[src/rtl/addsub_pkg.sv]
// Shared opcodes, FSM encodings and result-entry width for the add/sub accumulator sequencer.
// Constants only, so there is no latency and no backpressure.
package addsub_pkg;

    localparam logic [1:0] OP_LOAD  = 2'b00;
    localparam logic [1:0] OP_ADD   = 2'b01;
    localparam logic [1:0] OP_SUB   = 2'b10;
    localparam logic [1:0] OP_CLEAR = 2'b11;

    typedef enum logic {
        ST_IDLE = 1'b0,
        ST_EXEC = 1'b1
    } state_t;

    // Result entry layout, MSB first: {ovf, zero, carry, result[3:0]}
    localparam int RES_W = 7;

endpackage

[src/rtl/addsub_result_fifo.sv]
// Circular result FIFO: a push is written in 1 cycle and the head is shown combinationally from storage.
// A push is ignored when full and a pop is ignored when empty; push and pop together leave count unchanged.
module addsub_result_fifo #(
    parameter int DEPTH = 2,
    parameter int WIDTH = 7
) (
    input  logic                       clk,
    input  logic                       rst,
    input  logic                       push,
    input  logic [WIDTH-1:0]           push_data,
    input  logic                       pop,
    output logic [WIDTH-1:0]           head,
    output logic [$clog2(DEPTH+1)-1:0] count
);

    localparam int PW = $clog2(DEPTH);
    localparam int CW = $clog2(DEPTH+1);

    logic [WIDTH-1:0] mem [DEPTH];
    logic [PW-1:0]    wr_ptr;
    logic [PW-1:0]    rd_ptr;
    logic             do_push;
    logic             do_pop;

    assign do_push = push && (count != CW'(DEPTH));
    assign do_pop  = pop && (count != '0);
    assign head    = mem[rd_ptr];

    always_ff @(posedge clk or posedge rst) begin
        if (rst) begin
            wr_ptr <= '0;
            rd_ptr <= '0;
            count  <= '0;
            for (int i = 0; i < DEPTH; i++) begin
                mem[i] <= '0;
            end
        end else begin
            if (do_push) begin
                mem[wr_ptr] <= push_data;
                wr_ptr      <= (wr_ptr == PW'(DEPTH-1)) ? '0 : wr_ptr + 1'b1;
            end
            if (do_pop) begin
                rd_ptr <= (rd_ptr == PW'(DEPTH-1)) ? '0 : rd_ptr + 1'b1;
            end
            if (do_push && !do_pop) begin
                count <= count + 1'b1;
            end else if (do_pop && !do_push) begin
                count <= count - 1'b1;
            end
        end
    end

endmodule

[src/rtl/four_bit_adder_subtractor.sv]
// 4-bit ripple adder/subtractor: Result = A + (B ^ {4{mode}}) + mode, with raw carry out.
// Purely combinational, so there is no latency and no backpressure.
module four_bit_adder_subtractor (
    input  logic [3:0] A,
    input  logic [3:0] B,
    input  logic       mode,
    output logic [3:0] Result,
    output logic       Cout
);

    logic [3:0] b_x;

    assign b_x = B ^ {4{mode}};
    assign {Cout, Result} = {1'b0, A} + {1'b0, b_x} + {4'b0, mode};

endmodule

[src/rtl/addsub_accum_sequencer.sv]
// Command-driven 4-bit accumulator feeding four_bit_adder_subtractor; one command per 2 cycles, result pushed 1 cycle after accept.
// in_ready drops in EXEC and whenever the result FIFO is full; out_ready back-pressure never disturbs acc.
module addsub_accum_sequencer #(
    parameter int FIFO_DEPTH = 2
) (
    input  logic       clk,
    input  logic       rst,
    input  logic       in_valid,
    output logic       in_ready,
    input  logic [1:0] in_op,
    input  logic [3:0] in_operand,
    output logic       out_valid,
    input  logic       out_ready,
    output logic [3:0] out_result,
    output logic       out_carry,
    output logic       out_ovf,
    output logic       out_zero,
    output logic [3:0] acc
);

    import addsub_pkg::*;

    localparam int CW = $clog2(FIFO_DEPTH+1);

    state_t           state;
    state_t           state_next;
    logic [1:0]       op_q;
    logic [3:0]       operand_q;
    logic             mode;
    logic [3:0]       b_in;
    logic [3:0]       sum;
    logic             cout;
    logic [3:0]       res;
    logic             carry;
    logic             ovf;
    logic             push;
    logic             pop;
    logic             accept;
    logic [RES_W-1:0] head;
    logic [CW-1:0]    count;

    assign accept = in_valid && in_ready;
    assign mode   = (op_q == OP_SUB);
    assign b_in   = operand_q ^ {4{mode}};

    four_bit_adder_subtractor u_adder (
        .A      (acc),
        .B      (operand_q),
        .mode   (mode),
        .Result (sum),
        .Cout   (cout)
    );

    always_ff @(posedge clk or posedge rst) begin
        if (rst) begin
            state <= ST_IDLE;
        end else begin
            state <= state_next;
        end
    end

    always_ff @(posedge clk or posedge rst) begin
        if (rst) begin
            op_q      <= OP_LOAD;
            operand_q <= '0;
            acc       <= '0;
        end else begin
            if (accept) begin
                op_q      <= in_op;
                operand_q <= in_operand;
            end
            if (push) begin
                acc <= res;
            end
        end
    end

    always_comb begin
        state_next = state;
        in_ready   = 1'b0;
        push       = 1'b0;
        res        = acc;
        carry      = 1'b0;
        ovf        = 1'b0;
        case (state)
            ST_IDLE: begin
                in_ready = !rst && (count < CW'(FIFO_DEPTH));
                if (in_valid && in_ready) begin
                    state_next = ST_EXEC;
                end
            end
            ST_EXEC: begin
                push       = 1'b1;
                state_next = ST_IDLE;
                case (op_q)
                    OP_LOAD: res = operand_q;
                    OP_ADD, OP_SUB: begin
                        res   = sum;
                        carry = cout;
                        ovf   = (acc[3] == b_in[3]) && (sum[3] != acc[3]);
                    end
                    default: res = '0;
                endcase
            end
            default: state_next = ST_IDLE;
        endcase
    end

    // The IDLE gate on count guarantees this push always finds a free slot.
    addsub_result_fifo #(
        .DEPTH (FIFO_DEPTH),
        .WIDTH (RES_W)
    ) u_fifo (
        .clk       (clk),
        .rst       (rst),
        .push      (push),
        .push_data ({ovf, (res == 4'h0), carry, res}),
        .pop       (pop),
        .head      (head),
        .count     (count)
    );

    assign out_valid  = (count != '0);
    assign pop        = out_valid && out_ready;
    assign out_result = head[3:0];
    assign out_carry  = head[4];
    assign out_zero   = head[5];
    assign out_ovf    = head[6];

endmodule

[config.mk]
export PLATFORM = sky130hd
export DESIGN_NAME = addsub_accum_sequencer
export DESIGN_NICKNAME = d
export VERILOG_FILES = /design/src/rtl/addsub_pkg.sv /design/src/rtl/addsub_result_fifo.sv /design/src/rtl/four_bit_adder_subtractor.sv /design/src/rtl/addsub_accum_sequencer.sv
export SDC_FILE = /design/constraint.sdc
export NUM_CORES = 1
export LEC_CHECK = 0
export CORE_ASPECT_RATIO = 1.1
export CORE_MARGIN = 5
export CORE_UTILIZATION = 55
export CTS_BUF_LIST = sky130_fd_sc_hd__clkbuf_2 sky130_fd_sc_hd__clkbuf_4 sky130_fd_sc_hd__clkbuf_8
export DETAILED_ROUTE_END_ITERATION = 12
export HOLD_SLACK_MARGIN = 0.02
export PLACE_DENSITY = 0.88
export SYNTH_ARGS = -nofsm -noshare
export SYNTH_HDL_FRONTEND = slang
export SYNTH_SLANG_ARGS = --single-unit
[constraint.sdc]
create_clock -name clk -period 2.81 [get_ports clk]
set_input_delay 0.562 -clock clk [delete_from_list [all_inputs] [get_ports clk]]
set_output_delay 0.562 -clock clk [all_outputs]
set_load 0.005 [all_outputs]
# == After elaboration in Yosys (flattened, before gate mapping) ==
# Index checks and enable logic that the tools add are counted.
# totals
output_inout_bits,13
ff_bits,29
# classes
magnitude_cmp,4
n_mux,20
n_reduce_logical,18
bitwise,4
n_eq_ne,5
n_addsub,6
# op_table
operator,n
7-bit two-way mux,4
14-bit bitwise mux,1
1-bit logical AND,10
1-bit two-way mux,9
4-bit case mux with 2 select lines,1
7-bit demux with 1-bit select,1
4-bit by 4-bit adder with 5-bit output,1
5-bit by 1-bit adder with 5-bit output,1
2-bit >= comparator (second input constant),2
4-bit zero test,1
2-bit two-way mux,2
4-bit two-way mux,1
1-bit inverter with 2-bit output,2
2-bit nonzero test,2
4-bit XOR,1
1-bit zero test,3
1-bit adder (second input constant),2
2-bit by 1-bit adder with 2-bit output (second input constant),1
2-bit by 1-bit equality test with 1-bit output (second input constant),1
2-bit equality test (second input constant),1
2-bit zero test,1
2-bit by 1-bit less-than comparator with 1-bit output (second input constant),1
2-bit less-than comparator (second input constant),1
2-bit inequality test (second input constant),1
6 further kinds,6

# == Depth between registers and ports, before layout ==
# logic_depth
word_depth,9
ltp_mapped,10

# == By module ==
# From an unflattened synthesis, not the netlist that was laid out.
# unflattened
hier_cells,131
area_unflattened_um2,1686.6
# by_module_without_submodules
mod,cells_each,seq_area_each_um2,area_each_um2,instances
addsub_result_fifo,55,450.4,877.1,1
addsub_accum_sequencer,56,275.3,623.1,1
four_bit_adder_subtractor,20,0.0,186.4,1

# == Least setup slack after synthesis ==
# Ideal clock, no wire load.
# synth_timing
path_kind,register to register
start,register op_q[0]
end,register u_fifo.mem[12] in the netlist's numbering
path_stages_with_launch,11
required_time_ns,2.728
t_arrival_ns,2.064
path_slack_ns,0.664
cell_sequence,dfrtp_1 -> inv_1 -> ha_1 -> xor2_1 -> inv_1 -> fa_1 -> nand2b_1 -> a21oi_1 -> mux2i_1 -> nand4_1 -> o22ai_1
# synth_between
elab_chain_cells,8
# synth_lines
element,line,text
start: declaration,addsub_accum_sequencer.sv:27,logic [1:0] op_q;
start signal: assignment,addsub_accum_sequencer.sv:69,op_q <= in_op;
2-bit equality test,"addsub_accum_sequencer.sv:43, addsub_accum_sequencer.sv:95",
4-bit XOR,four_bit_adder_subtractor.sv:13,assign b_x = B ^ {4{mode}};
4-bit by 4-bit adder with 5-bit output,four_bit_adder_subtractor.sv:14,"assign {Cout, Result} = {1'b0, A} + {1'b0, b_x} + {4'b0, mode};"
5-bit by 1-bit adder with 5-bit output,four_bit_adder_subtractor.sv:14,
4-bit case mux with 2 select lines *,addsub_accum_sequencer.sv:95,case (op_q)
4-bit two-way mux *,addsub_accum_sequencer.sv:85,case (state)
4-bit zero test *,addsub_accum_sequencer.sv:117,".push_data ({ovf, (res == 4'h0), carry, res}),"
14-bit bitwise mux *,addsub_result_fifo.sv:39,mem[wr_ptr] <= push_data;
end signal: indexed assignment,addsub_result_fifo.sv:39,
end: declaration,addsub_result_fifo.sv:19,logic [WIDTH-1:0] mem [DEPTH];
# Mark *: on every way between the ends. The rest lies on a longest branch, timed or not.
# A chain may end at the register's enable or synchronous reset.

# == Worst setup path in the final report ==
# Ends and elaborated chain as after synthesis.

==> metrics <==
port bufs 22; CP endpoint kind register; # fillers 209; final setup fails 0; WS Path Type register to register; final wirelength 3160 um; Clk pwr share 12.2%; Via Count 1088; CP required 3060 ps; GR Util All Layers 19.2%; non-filler cells, final 199; Die Width 60.0 um; worst-path fanout max 5; Avg Inst Size Synth 10.8 sq um; FF-to-FF path depth 10; Arrival @ worst endpoint 2740 ps; commonest non-fill, non-tap cell in the layout dfrtp_1; # DRC 0; post-route ant nets 0; largest net degree at the start of global routing 30; CTS hold repair buffers 0; clock-pin slew on the worst setup and hold paths 90 ps; H-tree levels 2; Pwr Total 2190 uW; cells after synthesis 140; status finished, final reports clean; sw frac 39.3%; global route overflow 0; register area 726 sq um; Pleak 0.000829 uW; Layout area overhead 20.4%; Root Driver clkbuf_4; Slew headroom 49.5%; setup TNS 0 ps; post-CTS setup buffer count 0; half-perimeter wire length after placement 2340 um; fraction of layout cells with a size suffix above 1 18.1%; power per cell area 1200 nW/um^2; worst setup margin 317 ps; Synth Cell Area 1510 sq um; Post-synth EDFFs 0; Sequential Power Share 34.9%; RSZ-0062 raised after global routing false; nets 184; hold crit path type register to register; setup slack after placement 365 ps; initial core utilization 55.9%; DR vias/cell 5.47; post-CTS resize count 0; Highest Clock Rate 0.401 GHz; Final min period 2490 ps; DP Cell Count 192; Max-cap violations 0; Tcrit/Tclk final 88.7%; post-route design area 1820 sq um; initial drt markers 31; net switching power 862 uW; Max Slew Vio Count 0; global-route wire length before repair 5490 um; async set-reset flop share out of synthesis 100%; synthesized flop and latch total 29; Syn. warnings 0; Comb pwr share 52.9%; Rows 20; Max VDD drop 675 uV; Area after DPL 1760 sq um; Worst Tran Pin Value 754 ps; internal power 1330 uW; final RePlAce weighted congestion 0.825; WHS Path Cells 2; type of origin of the critical path register; Final Skew 12.7 ps; vias in the first global route 1203; Die ar. 3900 sq um; Die Height 65.0 um; Net Count, Synth 158; multi-input combinational cell area 711 sq um; CTS tree yes; Max clock buf depth 2; Pre-antenna DRT Iters 4; ys flop type dfrtp_1; post-synthesis cell type count 31; routed len/inst 15.9 um; post-synthesis sequential area ratio 48.0%; core area 2700 sq um; number of diodes 0; Ports 23; commonest non-fill, non-tap cells in the layout 29 x dfrtp_1, 22 x clkdlybuf4s50_1, 16 x mux2_2; initial antenna violation count 0; CTS Buf Count 5; final hold vios 0; Clock Sinks 29; Worst-Skew Late Latency 330 ps
[sequential cells by signal, indices dropped and copies added (netlist names)]
| register | count |
|---|---|
| u_fifo.count | 2 |
| op_q | 2 |
| acc | 4 |
| u_fifo.wr_ptr | 1 |
| operand_q | 4 |
| state | 1 |
| u_fifo.mem | 14 |
| u_fifo.rd_ptr | 1 |
[synth_stat cells, types with 2 or more instances]
| library cell | number | area [sq um] |
|---|---|---|
| mux2_2 | 16 | 180 |
| o21ai_0 | 10 | 50.1 |
| a21oi_1 | 8 | 40.0 |
| nor3_1 | 3 | 15.0 |
| inv_1 | 15 | 56.3 |
| mux2i_1 | 2 | 20.0 |
| xnor2_1 | 6 | 52.6 |
| nor2_1 | 6 | 22.5 |
| dfrtp_1 | 29 | 726 |
| ha_1 | 7 | 87.6 |
| xor2_1 | 4 | 35.0 |
| buf_2 | 3 | 15.0 |
| nor2b_1 | 2 | 12.5 |
| nand2_1 | 12 | 45.0 |
[layout make-up]
class,instances,share of cell area [%]
Inverter,15,3.09
Timing Repair Buffer,23,12.5
Sequential cell,29,39.9
Tap cell,33,2.27
Multi-Input combinational cell,92,39.0
Clock buffer,7,3.23
[worst max-delay path, cell delays in order (launching register included)]
cell and delay (ps):
dfrtp_1 400, inv_1 100, ha_1 270, xor2_1 230
inv_1 90, fa_1 510, nand2b_1 100, a21oi_1 70
mux2i_1 320, nand4_1 150, o22ai_1 180
[layer usage]
layer | up-vias | wire length (um) | global-route usage, %
li1 | 520 | - | -
met1 | 527 | 1300 | 21.2
met5 | - | 0 | 0
met4 | 0 | 66 | 8.31
met3 | 11 | 194 | 6.37
met2 | 30 | 1600 | 32.7
[path summary, 6_finish.rpt]
path                                from              to  slack [ps]
setup / recovery                 op_q[0]  u_fifo.mem[12]         320
hold / removal             u_fifo.mem[1]   u_fifo.mem[1]         490
setup reg to reg                 op_q[0]  u_fifo.mem[12]         320
hold reg to reg            u_fifo.mem[1]   u_fifo.mem[1]         490
max in group asynchronous            rst   u_fifo.mem[1]        1890
min in group asynchronous            rst          acc[0]         630
[power groups by stage]
stage | clock [uW] | combinational, uW | sequential (uW)
after floorplan | 0 | 816 | 709
after global placement | 0 | 1080 | 758
after detailed placement | 0 | 1160 | 773
after CTS | 274 | 1170 | 765
after global routing | 297 | 1290 | 795
final | 267 | 1160 | 765
[logic make-up after synthesis]
group,after synthesis,synth area share (%)
compound gates,23,9.93
xor+xnor,10,5.79
fa+ha+maj,8,7.12
buf+inv,19,4.97
flops,29,48.0
mux,18,13.2
simple gates,33,10.9
[through the flow]
stage	hold WS, ps	util (%)
5_1_grt	536	67.4
3_3_place_gp	463	65.2
6_report	489	67.4
4_1_cts	494	67.4
3_5_place_dp	472	65.2
2_1_floorplan	444	-
Note: power is estimated with default switching activity, not from simulation.
